<file path="config.mk">
export PLATFORM = sky130hd
export DESIGN_NAME = chan_scan_mux
export DESIGN_NICKNAME = d
export VERILOG_FILES = /design/src/rtl/chan_scan_mux.sv
export SDC_FILE = /design/constraint.sdc
export NUM_CORES = 1
export LEC_CHECK = 0
export ABC_AREA = 1
export CAP_MARGIN = 20
export CORE_MARGIN = 4
export CORE_UTILIZATION = 47
export CTS_CLUSTER_SIZE = 25
export DETAILED_ROUTE_END_ITERATION = 12
export HOLD_SLACK_MARGIN = 0.05
export MAX_ROUTING_LAYER = met4
export PLACE_DENSITY = 0.78
export SETUP_SLACK_MARGIN = 0.05
export SLEW_MARGIN = 20
export SYNTH_ARGS = -nofsm -noshare
export SYNTH_HDL_FRONTEND = slang
export SYNTH_SLANG_ARGS = --single-unit
</file>
<file path="constraint.sdc">
create_clock -name clk -period 1.3 [get_ports clk]
set_input_delay 0.325 -clock clk [delete_from_list [all_inputs] [get_ports clk]]
set_output_delay 0.325 -clock clk [all_outputs]
set_load 0.02 [all_outputs]
</file>
<file path="src/rtl/chan_scan_mux.sv">
// chan_scan_mux: N-channel, W-bit registered multiplexer with two modes.
// In manual mode a strobed select is latched. In auto-scan mode the channel
// advances after each dwell period, and a wrap pulse marks the return to the
// start of the scan.
// Optional macro CHAN_SCAN_MUX_SKIP_MASK_EN adds a skip_mask port. Channels
// whose mask bit is set are passed over by auto-scan.
module chan_scan_mux #(
    parameter  int NCH     = 4,
    parameter  int W       = 1,
    parameter  int DWELL_W = 8,
    localparam int SELW    = (NCH > 2) ? $clog2(NCH) : 1
) (
    input  logic                 clk,
    input  logic                 rst_n,
    input  logic                 ena,
    input  logic [NCH*W-1:0]     din,
    input  logic [SELW-1:0]      sel,
    input  logic                 load,
    input  logic                 mode,
    input  logic [DWELL_W-1:0]   dwell,
`ifdef CHAN_SCAN_MUX_SKIP_MASK_EN
    input  logic [NCH-1:0]       skip_mask,
`endif
    output logic [W-1:0]         dout,
    output logic [SELW-1:0]      cur_ch,
    output logic                 wrap
);

    localparam logic [SELW-1:0] LAST = SELW'(NCH - 1);

    logic [SELW-1:0]    ch_q, ch_d, nxt_ch;
    logic [DWELL_W-1:0] cnt_q, cnt_d;
    logic [W-1:0]       dout_q, dout_d, dsel;
    logic               wrap_q, wrap_d;
    logic               adv_ok, wrap_nx, sel_ok;

    // A select index is only usable when it names an existing channel.
    // With a power-of-two channel count every encoding is valid.
    generate
        if (NCH == (1 << SELW)) begin : g_sel_full
            assign sel_ok = 1'b1;
        end else begin : g_sel_range
            assign sel_ok = (sel <= LAST);
        end
    endgenerate

`ifdef CHAN_SCAN_MUX_SKIP_MASK_EN
    // Search cyclically for the nearest unmasked channel after ch.
    // The wrap-around is done by compare, so non-power-of-two NCH works.
    always_comb begin
        logic [SELW:0] sum;
        adv_ok = 1'b0;
        nxt_ch = ch_q;
        sum    = '0;
        for (int i = 1; i < NCH; i++) begin
            sum = {1'b0, ch_q} + (SELW+1)'(i);
            if (sum >= (SELW+1)'(NCH)) sum = sum - (SELW+1)'(NCH);
            if (!adv_ok && !skip_mask[sum[SELW-1:0]]) begin
                adv_ok = 1'b1;
                nxt_ch = sum[SELW-1:0];
            end
        end
        wrap_nx = adv_ok && (nxt_ch <= ch_q);
    end
`else
    // Plain cyclic successor; the last channel rolls back to 0.
    always_comb begin
        adv_ok  = 1'b1;
        wrap_nx = (ch_q == LAST);
        nxt_ch  = (ch_q == LAST) ? '0 : ch_q + 1'b1;
    end
`endif

    // Channel data mux, indexed by the current channel register.
    always_comb begin
        dsel = '0;
        for (int k = 0; k < NCH; k++)
            if (ch_q == SELW'(k)) dsel = din[k*W +: W];
    end

    // Next state. The priority is a valid load, then an auto advance, then
    // hold. When ena is low, everything holds except wrap, which drops to 0.
    always_comb begin
        ch_d   = ch_q;
        cnt_d  = cnt_q;
        wrap_d = 1'b0;
        dout_d = dout_q;
        if (ena) begin
            dout_d = dsel;
            if (load && sel_ok) begin
                ch_d  = sel;
                cnt_d = '0;
            end else if (mode) begin
                if (cnt_q == dwell) begin
                    cnt_d = '0;
                    if (adv_ok) begin
                        ch_d   = nxt_ch;
                        wrap_d = wrap_nx;
                    end
                end else begin
                    cnt_d = cnt_q + 1'b1;
                end
            end else begin
                cnt_d = '0;
            end
        end
    end

    // State registers, cleared asynchronously.
    always_ff @(posedge clk or negedge rst_n) begin
        if (!rst_n) begin
            ch_q   <= '0;
            cnt_q  <= '0;
            dout_q <= '0;
            wrap_q <= 1'b0;
        end else begin
            ch_q   <= ch_d;
            cnt_q  <= cnt_d;
            dout_q <= dout_d;
            wrap_q <= wrap_d;
        end
    end

    assign dout   = dout_q;
    assign cur_ch = ch_q;
    assign wrap   = wrap_q;

endmodule

</file>
After elaboration in Yosys (flattened, before gate mapping) --
Index checks and enable logic that the tools add are counted.
Word-level totals: output and inout port bits 4, register bits after elaboration 12
Operators by class: multiplexer cells 15, equality and inequality tests 4, add/sub/neg operators 2, reduce and logical (&&, ||, !) cells 4
Operators by type and width (count):
- $mux W8 | 3
- $add A8 B1 Y8 const B | 1
- $eq A8 B8 Y1 | 1
- $mux W1 | 8
- $mux W2 | 4
- $eq A2 B2 Y1 const B | 2
- $reduce_bool A2 Y1 | 2
- $reduce_and A3 Y1 | 1
- $add A2 B1 Y2 const B | 1
- $eq A2 B1 Y1 const B | 1
- $logic_not A2 Y1 | 1

Longest topological paths before layout --
word-level depth 5, mapped depth 9, mapped depth without buffers 9

Worst setup path before layout --
No wires, ideal clock.
kind flip-flop to flip-flop, start point register ch_q[1], in the netlist cur_ch[1], end point register dout_q, in the netlist dout, data required time 1.223 ns, cell stages (with the launch flop) 8, clock period less this slack 1.261 ns, data arrival time 1.184 ns, slack 0.039 ns, path through dfrtp_1 > inv_1 > ha_1 > nor2_1 > a21oi_1 > o21ai_0 > nand2_1 > a21oi_1
Between the ends: cells in the longest elaborated chain, start to end 5, elaborated cells between the ends (all ways) 8
Ends and longest elaborated chain:
- start, declared | line 31 | logic [SELW-1:0] ch_q, ch_d, nxt_ch;
- start signal, assigned | line 117 | ch_q <= ch_d;
- $logic_not A2 Y1 | line 78 | if (ch_q == SELW'(k)) dsel = din[k*W +: W];
- $mux W1 (3 in series) | line 78
- $mux W1 * | line 78
- end signal, assigned | line 119 | dout_q <= dout_d;
- end, declared | line 33 | logic [W-1:0] dout_q, dout_d, dsel;
Mark *: on every way between the ends. The rest lies on a longest branch, timed or not. A chain may end at the register's enable or synchronous reset.

Worst setup path after layout --
start point register cnt_q[1], end point register cnt_q[4]
Between the ends: cells in the longest elaborated chain, start to end 4, elaborated cells between the ends (all ways) 5
Ends and longest elaborated chain:
- start, declared | line 32 | logic [DWELL_W-1:0] cnt_q, cnt_d;
- start signal, assigned | line 118 | cnt_q <= cnt_d;
- $add A8 B1 Y8 or $eq A8 B8 Y1 (tied branches) | line 101, 94
- $mux W8 * | line 94 | if (cnt_q == dwell) begin
- $mux W8 * | line 93 | end else if (mode) begin
- $mux W8 * | line 90 | if (load && sel_ok) begin
Marked as above.

==> metrics <==
ant diodes 0; final non-filler cell total 186; Peak Freq around 0.76 GHz; Tmin final 1.310 ns; DRT antenna net count 0; final number of max-transition violations 0; Crit Path Class flop to flop; leakage 0.6823 nW; reg2reg start cnt_q[1]$_DFFE_PN0P_; Slowest-stage cell, CP dfrtp_1; #FFs+latches synth 12; vias in the first global route between 900 and 1,000; Req. time, crit path 1.46 ns; layout filler cell count 119; period utilisation layout 1.008; overall die height 50.55 um; Pre-Repair DR Iteration Count 4; CTS tree yes; Post-Syn Instances 117; RD Place Congestion 0.8843; initial antenna violation count 0; Synth Net Count around 140; Final Hold Fails 0; I/O pins 23; Worst Tran Pin Value 0.2678 ns; syn avg cell area 7.272 um2; r2r setup slk -0.01 ns; Max Clock Skew approximately 0.0012 ns; Synth Warn # 0; Critical Path AT 1.48 ns; Clock Tree Buf Depth 2; clk slew on worst S/H paths 0.07 ns; status finished, violations left; failing checks setup timing; VDD IR max 0.5792 mV; Vias/cell just over 5; FP Rows 15; core footprint around 0.0017 mm2; worst slack at placement -0.3042 ns; Hold Path Class input pin to async pin; largest net degree at the start of global routing 13; final WL about 2.6 mm; power per cell area 732.8 mW/mm2; H-Tree Depth 1; worst setup margin -0.01049 ns; Max-cap violations 0; Post-DP HPWL 1.669 mm; dpl cells around 170; FF-to-FF End cnt_q[4]$_DFFE_PN0P_; via count 941; Sum Neg Setup Slack -0.01049 ns; Critical Path, Cell by Cell ha_2 > nand3_4 > nor2_1 > xor2_1 > a21oi_2; post-synthesis sequential area ratio 0.3529; Num CTS Buffers 3; worst-skew pair later-pin latency between 0.2 and 0.3 ns; wire per inst 14.24 um; Buffers on Ports 22; cell area after layout 0.001415 mm2; CP peak stage delay 0.42 ns; sequential power share 0.406; internal power 690.7 uW; Worst setup SP type flop; Total GRT Usage 0.2101; number of library cell types mapped by synthesis 20; DRT iter0 DRCs 16; dpl cell area 0.001175 mm2; clock share of power 0.239; Die Area 0.002555 mm2; Post-Syn Area 850.8 um2; Final setup viols 1; net switching power around 350 uW; RSZ-0062 raised after global routing yes; worst relative slew slack 0.8213; cts hold-fix bufs 0; crit path max fanout 4; Switching Share 0.3340; post-detailed-route DRC marker count 0; global-route wire length before repair 3.912 mm; clk sink count 12; clock root buffer clkbuf_4; layout net count 186; initial core utilization 0.4928; GRT Residual Overflow 0; width of the chip 50.55 um; CP Capture Type flop; Combinational Power Share 0.355; fraction of final layout cells sized beyond drive strength 1 0.4224; worst-case reg-to-reg path depth 5; area overhead of the layout relative to synthesis 66.32%
-- cell type report --
class	count	area [um2]	share of cell area
multi-input combinational	86	643.1	0.4545
timing repair buffer	41	340.3	0.2405
sequential	12	304.0	0.2149
inverter	18	70.07	0.04951
tap	25	31.28	0.02210
clock buffer	4	26.28	0.01857
-- flip-flops by register name, summed over array words and instances, names as in the netlist --
register,count
cnt_q,8
cur_ch,2
dout,1
wrap,1
-- critical path, delay by kind of cell, from the launching register on --
family,cells,cell delay (ns)
xor gates and xnor gates,1,0.23
DFF,1,0.42
AOI/OAI and AO/OA,1,0.05
adders and majority gates,1,0.24
and+or+nand+nor,2,0.26
-- power by group through the flow --
stage / combinational (mW) / sequential, mW / clock, mW
2_1_floorplan: 0.119 / 0.454 / 0
3_3_place_gp: 0.316 / 0.426 / 0
3_5_place_dp: 0.325 / 0.426 / 0
4_1_cts: 0.321 / 0.421 / 0.247
5_1_grt: 0.403 / 0.425 / 0.268
6_report: 0.368 / 0.421 / 0.248
-- placed cells by master, fill, tap and decap left out, drive strengths merged, types with 3 or more instances in the layout --
master / n
nor2: 6
xor2: 4
a21oi: 7
dfrtp: 12
clkdlybuf4s50: 10
o21ai: 5
nand3: 7
nor3: 3
dlygate4sd2: 8
clkbuf: 4
inv: 18
nand2: 41
buf: 23
xnor2: 5
ha: 5
-- cells in the mapped netlist --
cell      n  area share
nand2_1  40        0.18
inv_1    16       0.071
dfrtp_1  12        0.35
a21oi_1   7       0.041
ha_1      5       0.074
nand3_1   5       0.029
xnor2_1   5       0.051
nor2_1    4       0.018
xor2_1    4       0.041
o21ai_0   3       0.018
inv_2     2      0.0088
nand3_2   2       0.024
nand4_1   2       0.015
nor2_2    2       0.015
nor3_1    2       0.012
o21ai_2   2       0.021
buf_2     1      0.0059
nand2_2   1      0.0074
nor3_2    1       0.012
o31ai_1   1      0.0088
-- how the worst max path moves through the flow --
stage / endpoint / slack, ns / start
after detailed placement: cnt_q[7]$_DFFE_PN0P_ / -0.30 / dwell[5]
after CTS: dout$_DFFE_PN0P_ / 0.04 / cur_ch[1]$_DFFE_PN0P_
after floorplan: dout$_DFFE_PN0P_ / 0.10 / cur_ch[0]$_DFFE_PN0P_
after global placement: cnt_q[6]$_DFFE_PN0P_ / -0.26 / dwell[4]
final: cnt_q[4]$_DFFE_PN0P_ / -0.01 / cnt_q[1]$_DFFE_PN0P_
after global routing: cur_ch[1]$_DFFE_PN0P_ / -0.08 / cnt_q[5]$_DFFE_PN0P_
-- metal layers --
metal	part of all wire	wire length, um	track usage	vias to the layer above
met2	0.53	1416	0.3978	44
li1	-	-	-	451
met4	0.052	138	0.08072	0
met1	0.35	931	0.2015	430
met3	0.061	161	0.05341	16
met5	0	0	-	-
-- kinds of logic (layout without fill, tap and decap cells) --
family	Yosys count	after routing	share of synthesized area
and+or+nand+nor	59	59	0.3073
buffers and inverters	19	63	0.08529
AOI/OAI and AO/OA	13	13	0.08823
DFF	12	12	0.3529
xor gates and xnor gates	9	9	0.09264
adders and majority gates	5	5	0.07353
-- stage by stage --
| step | hold slack (ns) | total power [mW] | util |
|---|---|---|---|
| 5_1_grt | 0.3692 | 1.096 | 0.8196 |
| 4_1_cts | 0.3574 | 0.9890 | 0.7312 |
| 2_1_floorplan | 0.02941 | 0.5723 | - |
| 6_report | 0.3483 | 1.037 | 0.8196 |
| 3_5_place_dp | 0.5175 | 0.7514 | 0.6804 |
| 3_3_place_gp | 0.5102 | 0.7415 | 0.6804 |
-- timing repair --
action | in CTS | in global routing
hold endpoints to repair | 0 | 0
endpoints found under the setup margin | 16 | 14
pin swaps | 9 | 21
setup buffers | 7 | 2
resized for setup | 31 | 39
No activity file was read; power rests on OpenSTA's default activity.
